===== src/rtl/cfo_phase_acc_pkg.sv =====
// Shared types and the phase-format helper for the CFO NCO phase accumulator.
// fmt() maps a 32-bit accumulator phase onto the 16-bit CORDIC scaled-radian word.
package cfo_pkg;

  localparam int FMT_ACC_W = 32;
  localparam int FMT_OUT_W = 16;

  // One full turn of the accumulator lands on this CORDIC phase word.
  localparam logic [15:0] PHASE_FULL_CIRCLE = 16'h4000;

  typedef struct packed {
    logic [31:0] fcw;
    logic [31:0] off;
    logic        zero;
  } cfg_t;

  typedef enum logic [1:0] {
    IDLE  = 2'd0,
    RUN   = 2'd1,
    DRAIN = 2'd2
  } state_e;

  // Truncating sign-extension of the top OUT_W-2 bits: full circle -> 0x4000.
  function automatic logic [FMT_OUT_W-1:0] fmt(input logic [FMT_ACC_W-1:0] x);
    return {{2{x[FMT_ACC_W-1]}}, x[FMT_ACC_W-1 -: FMT_OUT_W-2]};
  endfunction

endpackage


===== src/rtl/cfo_phase_acc_if.sv =====
// AXI-Stream config input and phase output of the CFO NCO, bundled as one interface.
// master = config source / phase sink, slave = the phase accumulator.
interface cfo_phase_acc_if;

  logic [63:0] s_axis_cfg_tdata;
  logic        s_axis_cfg_tuser;
  logic        s_axis_cfg_tvalid;
  logic        s_axis_cfg_tready;

  logic [31:0] m_axis_phase_tdata;
  logic        m_axis_phase_tvalid;
  logic        m_axis_phase_tready;
  logic        m_axis_phase_tlast;

  modport master (
    output s_axis_cfg_tdata,
    output s_axis_cfg_tuser,
    output s_axis_cfg_tvalid,
    input  s_axis_cfg_tready,
    input  m_axis_phase_tdata,
    input  m_axis_phase_tvalid,
    output m_axis_phase_tready,
    input  m_axis_phase_tlast
  );

  modport slave (
    input  s_axis_cfg_tdata,
    input  s_axis_cfg_tuser,
    input  s_axis_cfg_tvalid,
    output s_axis_cfg_tready,
    output m_axis_phase_tdata,
    output m_axis_phase_tvalid,
    input  m_axis_phase_tready,
    output m_axis_phase_tlast
  );

endinterface


===== src/rtl/cfo_phase_acc.sv =====
// NCO phase accumulator feeding the CORDIC phase port; frequency/offset updates are
// deferred to frame boundaries so a correction tone never retunes mid-frame.
module cfo_phase_acc
  import cfo_pkg::*;
#(
  parameter int                ACC_W     = 32,
  parameter int                OUT_W     = 16,
  parameter int                FRAME_LEN = 1024,
  parameter logic [ACC_W-1:0]  FCW_RST   = '0
) (
  input  logic             axis_aclk,
  input  logic             axis_aresetn,
  input  logic             enable,
  cfo_phase_acc_if.slave   axis,
  output logic             cfg_pending
);

  localparam int              CNT_W    = (FRAME_LEN > 1) ? $clog2(FRAME_LEN) : 1;
  localparam logic [CNT_W-1:0] CNT_LAST = CNT_W'(FRAME_LEN - 1);

  state_e            r_state;
  state_e            w_state_next;

  logic [ACC_W-1:0]  r_p;
  logic [ACC_W-1:0]  r_fcw;
  logic [ACC_W-1:0]  r_off;
  logic [CNT_W-1:0]  r_cnt;
  cfg_t              r_shadow;
  logic              r_pend;
  logic [OUT_W-1:0]  r_tdata;
  logic              r_tlast;

  cfg_t              w_beat;
  cfg_t              w_src;
  logic              w_tvalid;
  logic              w_hs;
  logic              w_boundary;
  logic              w_apply;
  logic              w_zero;
  logic              w_load;
  logic [ACC_W-1:0]  w_fcw_eff;
  logic [ACC_W-1:0]  w_off_eff;
  logic [ACC_W-1:0]  w_p_next;
  logic [ACC_W-1:0]  w_sum;
  logic [CNT_W-1:0]  w_cnt_next;
  logic [OUT_W-1:0]  w_phase;

  assign w_beat = {axis.s_axis_cfg_tdata[31:0], axis.s_axis_cfg_tdata[63:32],
                   axis.s_axis_cfg_tuser};

  assign w_hs       = w_tvalid && axis.m_axis_phase_tready;
  assign w_boundary = (w_hs && r_tlast) || (r_state == IDLE);
  // A beat arriving on a boundary bypasses the shadow and wins over an older one.
  assign w_apply    = w_boundary && (axis.s_axis_cfg_tvalid || r_pend);
  assign w_src      = axis.s_axis_cfg_tvalid ? w_beat : r_shadow;
  assign w_fcw_eff  = w_apply ? w_src.fcw[ACC_W-1:0] : r_fcw;
  assign w_off_eff  = w_apply ? w_src.off[ACC_W-1:0] : r_off;
  assign w_zero     = w_apply && w_src.zero;

  always_comb begin
    w_p_next   = r_p;
    w_cnt_next = r_cnt;
    if (w_hs) begin
      w_p_next   = r_p + w_fcw_eff;
      w_cnt_next = (r_cnt == CNT_LAST) ? '0 : r_cnt + 1'b1;
    end
    if (w_zero) begin
      w_p_next   = '0;
      w_cnt_next = '0;
    end
  end

  assign w_sum = w_p_next + w_off_eff;

  generate
    if (ACC_W == FMT_ACC_W && OUT_W == FMT_OUT_W) begin : g_pkg_fmt
      assign w_phase = fmt(w_sum);
    end else begin : g_gen_fmt
      assign w_phase = {{2{w_sum[ACC_W-1]}}, w_sum[ACC_W-1 -: OUT_W-2]};
    end
  endgenerate

  always_ff @(posedge axis_aclk) begin
    if (!axis_aresetn) begin
      r_state <= IDLE;
    end else begin
      r_state <= w_state_next;
    end
  end

  always_comb begin
    w_state_next = r_state;
    case (r_state)
      IDLE:    w_state_next = enable ? RUN : IDLE;
      RUN:     w_state_next = enable ? RUN : (w_hs ? IDLE : DRAIN);
      DRAIN:   w_state_next = w_hs ? IDLE : DRAIN;
      default: w_state_next = IDLE;
    endcase
  end

  always_comb begin
    w_tvalid = (r_state != IDLE);
    w_load   = (w_state_next == RUN) && ((r_state == IDLE) || w_hs);
  end

  always_ff @(posedge axis_aclk) begin
    if (!axis_aresetn) begin
      r_p      <= '0;
      r_fcw    <= FCW_RST;
      r_off    <= '0;
      r_cnt    <= '0;
      r_shadow <= '0;
      r_pend   <= 1'b0;
      r_tdata  <= '0;
      r_tlast  <= 1'b0;
    end else begin
      r_p   <= w_p_next;
      r_cnt <= w_cnt_next;
      r_fcw <= w_fcw_eff;
      r_off <= w_off_eff;
      if (w_boundary) begin
        r_pend <= 1'b0;
      end else if (axis.s_axis_cfg_tvalid) begin
        r_pend   <= 1'b1;
        r_shadow <= w_beat;
      end
      if (w_load) begin
        r_tdata <= w_phase;
        r_tlast <= (w_cnt_next == CNT_LAST);
      end
    end
  end

  assign axis.s_axis_cfg_tready   = 1'b1;
  assign axis.m_axis_phase_tdata  = {{(32-OUT_W){1'b0}}, r_tdata};
  assign axis.m_axis_phase_tvalid = w_tvalid;
  assign axis.m_axis_phase_tlast  = r_tlast;
  assign cfg_pending              = r_pend;

endmodule


===== src/flat_wrapper.sv =====
// flat-port wrapper written by rule: the top's interface ports become plain ports
module cfo_phase_acc_flat import cfo_pkg::*;
#(
  parameter int                ACC_W     = 32,
  parameter int                OUT_W     = 16,
  parameter int                FRAME_LEN = 1024,
  parameter logic [ACC_W-1:0]  FCW_RST   = '0
)
  (axis_aclk, axis_aresetn, enable, cfg_pending, axis_s_axis_cfg_tdata, axis_s_axis_cfg_tuser, axis_s_axis_cfg_tvalid, axis_s_axis_cfg_tready, axis_m_axis_phase_tdata, axis_m_axis_phase_tvalid, axis_m_axis_phase_tready, axis_m_axis_phase_tlast);
  cfo_phase_acc_if axis_i ();
  input  logic axis_aclk;
  input  logic axis_aresetn;
  input  logic enable;
  output logic cfg_pending;
  input wire logic [$bits(axis_i.s_axis_cfg_tdata)-1:0] axis_s_axis_cfg_tdata;
  input wire logic [$bits(axis_i.s_axis_cfg_tuser)-1:0] axis_s_axis_cfg_tuser;
  input wire logic [$bits(axis_i.s_axis_cfg_tvalid)-1:0] axis_s_axis_cfg_tvalid;
  output wire logic [$bits(axis_i.s_axis_cfg_tready)-1:0] axis_s_axis_cfg_tready;
  output wire logic [$bits(axis_i.m_axis_phase_tdata)-1:0] axis_m_axis_phase_tdata;
  output wire logic [$bits(axis_i.m_axis_phase_tvalid)-1:0] axis_m_axis_phase_tvalid;
  input wire logic [$bits(axis_i.m_axis_phase_tready)-1:0] axis_m_axis_phase_tready;
  output wire logic [$bits(axis_i.m_axis_phase_tlast)-1:0] axis_m_axis_phase_tlast;
  assign axis_i.s_axis_cfg_tdata = axis_s_axis_cfg_tdata;
  assign axis_i.s_axis_cfg_tuser = axis_s_axis_cfg_tuser;
  assign axis_i.s_axis_cfg_tvalid = axis_s_axis_cfg_tvalid;
  assign axis_s_axis_cfg_tready = axis_i.s_axis_cfg_tready;
  assign axis_m_axis_phase_tdata = axis_i.m_axis_phase_tdata;
  assign axis_m_axis_phase_tvalid = axis_i.m_axis_phase_tvalid;
  assign axis_i.m_axis_phase_tready = axis_m_axis_phase_tready;
  assign axis_m_axis_phase_tlast = axis_i.m_axis_phase_tlast;
  cfo_phase_acc #(.ACC_W(ACC_W), .OUT_W(OUT_W), .FRAME_LEN(FRAME_LEN), .FCW_RST(FCW_RST)) u_core (.axis_aclk(axis_aclk), .axis_aresetn(axis_aresetn), .enable(enable), .axis(axis_i), .cfg_pending(cfg_pending));
endmodule

===== config.mk =====
export PLATFORM = sky130hd
export DESIGN_NAME = cfo_phase_acc_flat
export DESIGN_NICKNAME = d
export VERILOG_FILES = /design/src/rtl/cfo_phase_acc_pkg.sv /design/src/rtl/cfo_phase_acc_if.sv /design/src/rtl/cfo_phase_acc.sv /design/src/flat_wrapper.sv
export SDC_FILE = /design/constraint.sdc
export NUM_CORES = 1
export LEC_CHECK = 0
export BUFFER_PORTS_ARGS = -buffer_cell sky130_fd_sc_hd__buf_2
export CORE_ASPECT_RATIO = 1.1
export CORE_MARGIN = 5
export CORE_UTILIZATION = 55
export CTS_CLUSTER_DIAMETER = 120
export DETAILED_ROUTE_END_ITERATION = 8
export GPL_ROUTABILITY_DRIVEN = 0
export PLACE_DENSITY = 0.74
export SYNTH_ARGS = -nofsm -noshare
export SYNTH_HDL_FRONTEND = slang
export SYNTH_SLANG_ARGS = --single-unit

===== constraint.sdc =====
create_clock -name axis_aclk -period 9.4 [get_ports axis_aclk]
set_input_delay 0.94 -clock axis_aclk [delete_from_list [all_inputs] [get_ports axis_aclk]]
set_output_delay 0.94 -clock axis_aclk [all_outputs]
set_load 0.02 [all_outputs]

# Yosys cells after proc, flatten, opt, wreduce, memory -nomap -nowiden
# Index checks and enable logic that the tools add are counted.
[totals] wordCells=43 register_bits=189 out_inout_bits=36
[classes] n_mux=12 n_reduce_logical=11 addsub=3 n_bitwise=1 n_eq_ne=5
[ops] operator="two-way mux 32 bit" n=4
[ops] operator="two-way mux 65 bit" n=1
[ops] operator="adder 32 bit" n=2
[ops] operator="two-way mux 10 bit" n=3
[ops] operator="equality test 10 bit, second input constant" n=2
[ops] operator="adder 10 x 1 -> 10 bit, second input constant" n=1
[ops] operator="case mux 2 bit (3 select lines)" n=1
[ops] operator="logical AND 1 bit" n=5
[ops] operator="equality test 2 x 1 -> 1 bit, second input constant" n=2
[ops] operator="two-way mux 2 bit" n=2
[ops] operator="logical OR 1 bit" n=3
[ops] operator="equality test 2 bit, second input constant" n=1
[ops] operator="logical NOT 2 bit" n=1
[ops] operator="nonzero test 2 bit" n=1
[ops] operator="OR reduction 2 bit" n=1
[ops] operator="two-way mux 1 bit" n=1
[ops] operator="NOT 1 bit" n=1

# Longest topological paths before layout
# Gate-level depths: netlist of run 1.
[logic_depth] depth_word=10 mapped_depth=30 mapped_depth_nobuf=27

# Least setup slack after synthesis of run 1
# Ideal clock, no wire load.
[synth_timing] kind="input -> register" from="input port axis_s_axis_cfg_tvalid" to="register u_core.r_tdata[11]" stages=29 setup_slack_ps=2547 t_arrival_ps=6736 cell_sequence="buf_2 > nor2_1 > nor2_1 > clkbuf_1 > clkbuf_1 > a21oi_1 > ha_1 > fa_1 > nand3_1 > nand2_1 > a31oi_1 > o21ai_1 > a31oi_1 > o21ai_1 > a221o_1 > a211o_1 > a31oi_1 > nor2_1 > ha_1 > a21o_1 > a21o_1 > a21o_1 > a21o_1 > a21o_1 > o21ai_1 > and2b_1 > nor2_1 > or3_1 > a32o_1"
[synth_between] elab_chain_len=7
[synth_rtl] element="start: declaration" line_no="flat_wrapper.sv:17" source="input wire logic [$bits(axis_i.s_axis_cfg_tvalid)-1:0] axis_s_axis_cfg_tvalid;"
[synth_rtl] element="logical OR 1 bit" line_no="cfo_phase_acc.sv:54" source="assign w_apply = w_boundary && (axis.s_axis_cfg_tvalid || r_pend);"
[synth_rtl] element="logical AND 1 bit" line_no="cfo_phase_acc.sv:54"
[synth_rtl] element="two-way mux 32 bit *" line_no="cfo_phase_acc.sv:56" source="assign w_fcw_eff = w_apply ? w_src.fcw[ACC_W-1:0] : r_fcw;"
[synth_rtl] element="via u_core.w_fcw_eff[0]" line_no="cfo_phase_acc.sv:41" source="logic [ACC_W-1:0] w_fcw_eff;"
[synth_rtl] element="adder 32 bit *" line_no="cfo_phase_acc.sv:64" source="w_p_next = r_p + w_fcw_eff;"
[synth_rtl] element="two-way mux 32 bit *" line_no="cfo_phase_acc.sv:63" source="if (w_hs) begin"
[synth_rtl] element="two-way mux 32 bit *" line_no="cfo_phase_acc.sv:67" source="if (w_zero) begin"
[synth_rtl] element="via u_core.w_p_next[22]" line_no="cfo_phase_acc.sv:43" source="logic [ACC_W-1:0] w_p_next;"
[synth_rtl] element="adder 32 bit *" line_no="cfo_phase_acc.sv:73" source="assign w_sum = w_p_next + w_off_eff;"
[synth_rtl] element="end signal: assignment" line_no="cfo_phase_acc.sv:128" source="r_tdata <= w_phase;"
[synth_rtl] element="end: declaration" line_no="cfo_phase_acc.sv:30" source="logic [OUT_W-1:0] r_tdata;"
# Mark *: on every way through the listed nets, which the timed path passes. The rest lies on a longest branch.
# A chain may end at the register's enable or synchronous reset.

# Worst setup path after layout of run 1
# Same ends and word-level chain as after synthesis.

==> results.toml, run 1 <==
[clocking]
cts_tree = "done"
postCtsSetupBuffers = 0
clock_sinks = 189
cts_max_level = 4
clkLatencyLatePin_ns = 0.44
holdBufCountCts = 0
cts_buffer_depth = 2
cts_root_buf = "clkbuf_16"
cts_made_buffers = 17
post_cts_resized = 0
clkTransAtPathRegs_ns = 0.08

[worst_setup_path]
endpoint_kind = "register"
cp_max_fo = 44
cpMostUsedCell = "a21oi_1"
crit_arrival_ns = 7.19
cpPeakStageDelay_ns = 0.65
slowest_stage = "buf_4"
crit_type = "in2reg"
crit_buf_inv = 2
cp_top_family = "compound AO/OA/AOI/OAI gates"
startpoint_type = "primary input"
critical_path_required_ns = 9.74

[synth]
synth_area_sq_um = 10600
synth_warnings = 0
syn_inst = 1324
ys_async_sr_fraction = 0
ys_seq_area_frac = 0.358
ys_ff_latch = 189
synth-main-ff-cell = "dfxtp_1"
syn_avg_cell_area_sq_um = 7.99
synth_edf_count = 0
synth_cell_types = 61

[floorplan]
core_area_sq_um = 19000
io_pins = 106
row_count = 53
dieArea_sq_um = 22100
die_h_um = 155
start_util = 0.556
die_x_um = 142

[sta]
setup_violations = 0
period_share = 0.729
fin_worst_skew_ns = 0.0118
setup_slack_ns = 2.55
setup_tns_ns = 0
finalMaxSlewViolations = 0
max_slew_margin = 0.359
hold_viol = 0
finalCriticalPeriod_ns = 6.85
worstMarginPinSlew_ns = 0.957
fmax_ghz = 0.146
rsz0062_at_grt = "no"

[final_layout]
diodes = 0
fillers = 1704
area_growth_pct = 10.3
fin_cells = 1618
drive_gt1_frac = 0.107
num-nets-final = 1496
final_cell_mix = "a21oi_1, nand2_1, dfxtp_1"

[placed_design]
dp_cells = 1586
post-dp-hpwl_um = 17300
port_buffers = 88
place_ws_ns = 2.14

[routing]
drc = 0
wirelength_um = 25000
dr_total_vias = 9092
drt_iter0_drc = 501
drtAntennaViolNets = 0
first_pass_iters = 5
wl_per_cell_um = 15.5
viasPerCell = 5.62

[grt]
met3_usage = 0.0357
grt_pass1_wl_um = 41000
grt_overflow_total = 0
grtUsageMet1 = 0.272
grt-busiest-layer = "met2"
grt.total_usage = 0.225
antenna_found_initial = 0
grt_pass1_vias = 8730
grt_start_max_net_pins = 84
grtUsageMet2 = 0.399

[job]
drv_cap = 0

[run_status]
outcome = "finished, final reports clean"

[power]
leakage_nw = 5.29
max-vdd-ir-drop_uv = 132
cellPowerDensity_nw_per_um2 = 176

[hold_path]
min_path_type = "reg2reg"
## cell usage after synthesis (2+ instances only)
cell | n | area, sq um
nand2_1 | 192 | 721
a21oi_1 | 191 | 956
dfxtp_1 | 189 | 3780
nor2_1 | 127 | 477
and2_1 | 84 | 526
mux2i_1 | 80 | 801
clkbuf_1 | 72 | 270
ha_1 | 67 | 838
a21o_1 | 38 | 285
o21ai_0 | 24 | 120
xnor2_1 | 24 | 210
nand3_1 | 22 | 110
buf_4 | 19 | 143
nor3_1 | 17 | 85.1
xor2_1 | 16 | 140
nand4_1 | 15 | 93.8
o21ai_1 | 15 | 75.1
and3_1 | 11 | 68.8
a31oi_1 | 10 | 62.6
inv_1 | 10 | 37.5
or3_1 | 9 | 56.3
a211oi_1 | 7 | 52.6
a22o_1 | 7 | 61.3
o211ai_1 | 7 | 52.6
a221o_1 | 6 | 60.1
buf_1 | 6 | 22.5
or2_2 | 6 | 37.5
nand2b_1 | 4 | 25.0
nor3b_1 | 4 | 30.0
a32o_1 | 3 | 30.0
a41oi_1 | 3 | 26.3
nor2b_1 | 3 | 18.8
o21a_1 | 3 | 22.5
a211o_1 | 2 | 17.5
a22oi_1 | 2 | 15.0
and4_1 | 2 | 17.5
conb_1 | 2 | 7.51
or4_1 | 2 | 15.0
## area by class of cell
class                           count  area, sq um  share of cell area
Sequential cell                   189         3780               0.324
Tap cell                          247          309              0.0265
Clock buffer                       19          453              0.0388
Timing Repair Buffer               98          518              0.0444
Multi-Input combinational cell   1041         6390               0.548
Inverter                           11         41.3             0.00354
Clock inverter                     13          173              0.0148
## per-stage QoR
step | utilization | hold slack, ns | power (mW) | cell area, sq um
finish | 0.613 | 0.454 | 2.06 | 11700
global route | 0.613 | 0.470 | 2.16 | 11700
CTS | 0.613 | 0.456 | 2.07 | 11700
detailed placement | 0.580 | 0.446 | 1.30 | 11000
global placement | 0.580 | 0.440 | 1.29 | 11000
floorplan | - | 0.436 | 1.20 | 10600
## registers in the layout (all words and copies together), names as in the netlist
register	flops
u_core.r_cnt	10
u_core.r_state	2
u_core.r_fcw	32
u_core.cfg_pending	1
u_core.r_shadow	65
u_core.axis.m_axis_phase_tlast	1
u_core.r_p	32
u_core.r_tdata	14
u_core.r_off	32
## power breakdown
group          internal (mW)  leakage, nW  switching (mW)
Combinational          0.162         3.44           0.258
Clock                  0.420        0.305           0.347
Sequential             0.849         1.55          0.0208
## worst register-to-register path: cells and delay by family (launching register included)
kind / cells / cell delay (ns)
AND/OR/NAND/NOR: 8 / 1.10
adder cells (fa/ha/maj): 2 / 0.78
buffers and inverters: 1 / 0.31
AO/OA/AOI/OAI: 15 / 3.59
flip-flops: 1 / 0.48
multiplexers: 1 / 0.24
## path summary, 6_finish.rpt
path                           from                  to  slack (ns)  cells after the start
max          axis_s_axis_cfg_tvalid  u_core.r_tdata[11]        2.55                     26
min              u_core.r_shadow[3]  u_core.r_shadow[3]        0.45                      2
max reg2reg       u_core.r_state[1]  u_core.r_tdata[11]        2.80                     27
min reg2reg      u_core.r_shadow[3]  u_core.r_shadow[3]        0.45                      2
## cell families (layout without fill, tap and decap cells)
group                      count (synthesis)  in the layout  synth area share
xor gates and xnor gates                  40             40            0.0331
and+or+nand+nor                          504            504             0.220
adders and majority gates                 68             68            0.0811
DFF                                      189            189             0.358
AOI/OAI and AO/OA                        331            331             0.185
buffers and inverters                    109            141            0.0455
other                                      2             17          0.000710
muxes                                     81             81            0.0771
## per-layer routing
metal | wire length [um] | vias to the layer above
li1 | - | 4629
met1 | 10900 | 4242
met2 | 12600 | 175
met3 | 880 | 46
met4 | 653 | 0
met5 | 0 | -
Power figures use the tool's default switching activity.
==> inputs of run 2 (changes only) <==
- CORE_UTILIZATION: 55 -> 54
- PLACE_DENSITY: 0.74 -> 0.76
- clock period: 9.4 -> 5.98 ns (I/O delays scaled with it)
==> results.toml, run 2 (synthesized netlist as in run 1, its figures left out) <==
[sta]
max_slew_margin = 0.405
finalMaxSlewViolations = 0
fmax_ghz = 0.177
worstMarginPinSlew_ns = 0.890
finalCriticalPeriod_ns = 5.65
fin_worst_skew_ns = 0.0157
hold_viol = 0
setup_violations = 0
period_share = 0.944

[hold_path]
holdCritStartpoint = "axis_s_axis_cfg_tdata[43]"
holdPathStages = 3
min_path_type = "in2reg"
min_to = "u_core.r_shadow[12]"

[routing]
wirelength_um = 26600
drt_iter0_drc = 639
first_pass_iters = 5
drc = 0
drtAntennaViolNets = 0
dr_total_vias = 9373
viasPerCell = 5.69
wl_per_cell_um = 16.2

[grt]
grt_start_max_net_pins = 84
grt_pass1_wl_um = 43200
grt.total_usage = 0.237
grt_pass1_vias = 8819
grt_overflow_total = 0
antenna_found_initial = 0

[floorplan]
die_h_um = 157
dieArea_sq_um = 22500
row_count = 53
die_x_um = 143
start_util = 0.552
io_pins = 106
core_area_sq_um = 19200

[final_layout]
layout_commonest_cell = "nand2_1"
final_cell_mix = "nand2_1, dfxtp_1, a21oi_1"
fin_area_sq_um = 11900
regMostFlops = "u_core.r_shadow"
largest_reg_flops = 65
num-nets-final = 1526
diodes = 0
drive_gt1_frac = 0.134
fillers = 1709
area_growth_pct = 12.7

[placed_design]
port_buffers = 88
placed_cell_area_sq_um = 11300
post-dp-hpwl_um = 18900

[clocking]
clkLatencyLatePin_ns = 0.44
cts_made_buffers = 17
clock_sinks = 189
cts_tree = "done"
cts_buffer_depth = 2
cts_root_buf = "clkbuf_16"
clkTransAtPathRegs_ns = 0.07
cts_max_level = 4

[worst_setup_path]
crit_arrival_ns = 5.98
cp_max_fo = 5
r2r_end = "u_core.r_tdata[11]"
r2r_slack_ns = 0.33
crit_type = "reg2reg"
startpoint_type = "register"
critical_path_required_ns = 6.31
endpoint_kind = "register"
reg2reg_depth = 27
r2r-start = "u_core.r_state[0]"

[power]
net-switching-power_mw = 0.959
leakage_nw = 5.41
cellPowerDensity_nw_per_um2 = 264
pwr-share-comb = 0.222
swShare = 0.305
max-vdd-ir-drop_uv = 208
clkPwrFrac = 0.343
p_int_mw = 2.19
p_total_mw = 3.15
pwr-share-seq = 0.435

[run_status]
outcome = "finished, final reports clean"

[job]
drv_cap = 0
-- run 2: how the worst max path moves through the flow --
stage | depth (start not counted) | from | slack [ns] | to
6_report | 27 | u_core.r_state[0] | 0.33 | u_core.r_tdata[11]
5_1_grt | 27 | u_core.r_state[0] | -0.03 | u_core.r_tdata[11]
4_1_cts | 26 | u_core.r_state[0] | 0.13 | u_core.r_tdata[11]
3_5_place_dp | 27 | axis_m_axis_phase_tready | -0.06 | u_core.r_tdata[11]
3_3_place_gp | 27 | axis_m_axis_phase_tready | 0.09 | u_core.r_tdata[11]
2_1_floorplan | 30 | axis_s_axis_cfg_tvalid | 0.004 | u_core.r_tdata[11]
-- run 2: layer usage --
metal	wire length, um	track usage	up-vias
li1	-	-	4688
met1	11600	0.298	4400
met2	12900	0.406	236
met3	1370	0.0394	49
met4	717	0.0874	0
met5	0	0	-
-- run 2: power by group through the flow --
stage	clock network [mW]	logic, mW	registers, mW
after floorplan	0	0.494	1.40
final	1.08	0.700	1.37
after global placement	0	0.668	1.39
after CTS	1.10	0.690	1.37
after global routing	1.15	0.775	1.38
after detailed placement	0	0.684	1.40
-- run 2: stage by stage --
stage                     TNS, ns  hold WS [ns]  utilization  setup slack, ns  instances
after floorplan                 0         0.436            -          0.00366       1339
after global placement          0         0.440        0.590           0.0896       1615
after detailed placement  -0.0815         0.446        0.590          -0.0647       1615
after CTS                       0         0.395        0.620            0.129       1646
after global routing      -0.0335         0.395        0.622          -0.0252       1647
final                           0         0.403        0.622            0.333       1647
-- run 2: critical path: stages, from the launching register on --
cell	delay (ns)
dfxtp_2	0.40
a2bb2oi_4	0.29
nor2_4	0.11
nor2_1	0.10
a21oi_1	0.06
ha_1	0.23
fa_1	0.43
nand3_1	0.08
nand2_1	0.08
a31oi_2	0.22
o21ai_1	0.15
a31oi_2	0.26
o21ai_2	0.11
a221o_1	0.31
a211o_1	0.30
a31oi_2	0.23
nor2_1	0.07
ha_1	0.31
a21o_1	0.16
a21o_1	0.17
a21o_1	0.17
a21o_1	0.16
a21o_1	0.19
o21ai_2	0.17
and2b_1	0.17
nor2_1	0.06
or3_1	0.30
a32o_1	0.25
-- run 2: what timing repair did --
item,4_1_cts,5_1_grt
gates resized for setup,0,10
hold buffers,0,0
buffers inserted,0,0
endpoints found under the setup margin,0,7
hold endpoints to repair,0,0
-- run 2: final cells by class --
class / count / area, sq um / share of cell area
Clock buffer: 22 / 484 / 0.0406
Clock inverter: 9 / 77.6 / 0.00651
Inverter: 11 / 41.3 / 0.00346
Multi-Input combinational cell: 1042 / 6470 / 0.543
Sequential cell: 189 / 3780 / 0.318
Tap cell: 247 / 309 / 0.0259
Timing Repair Buffer: 127 / 748 / 0.0628
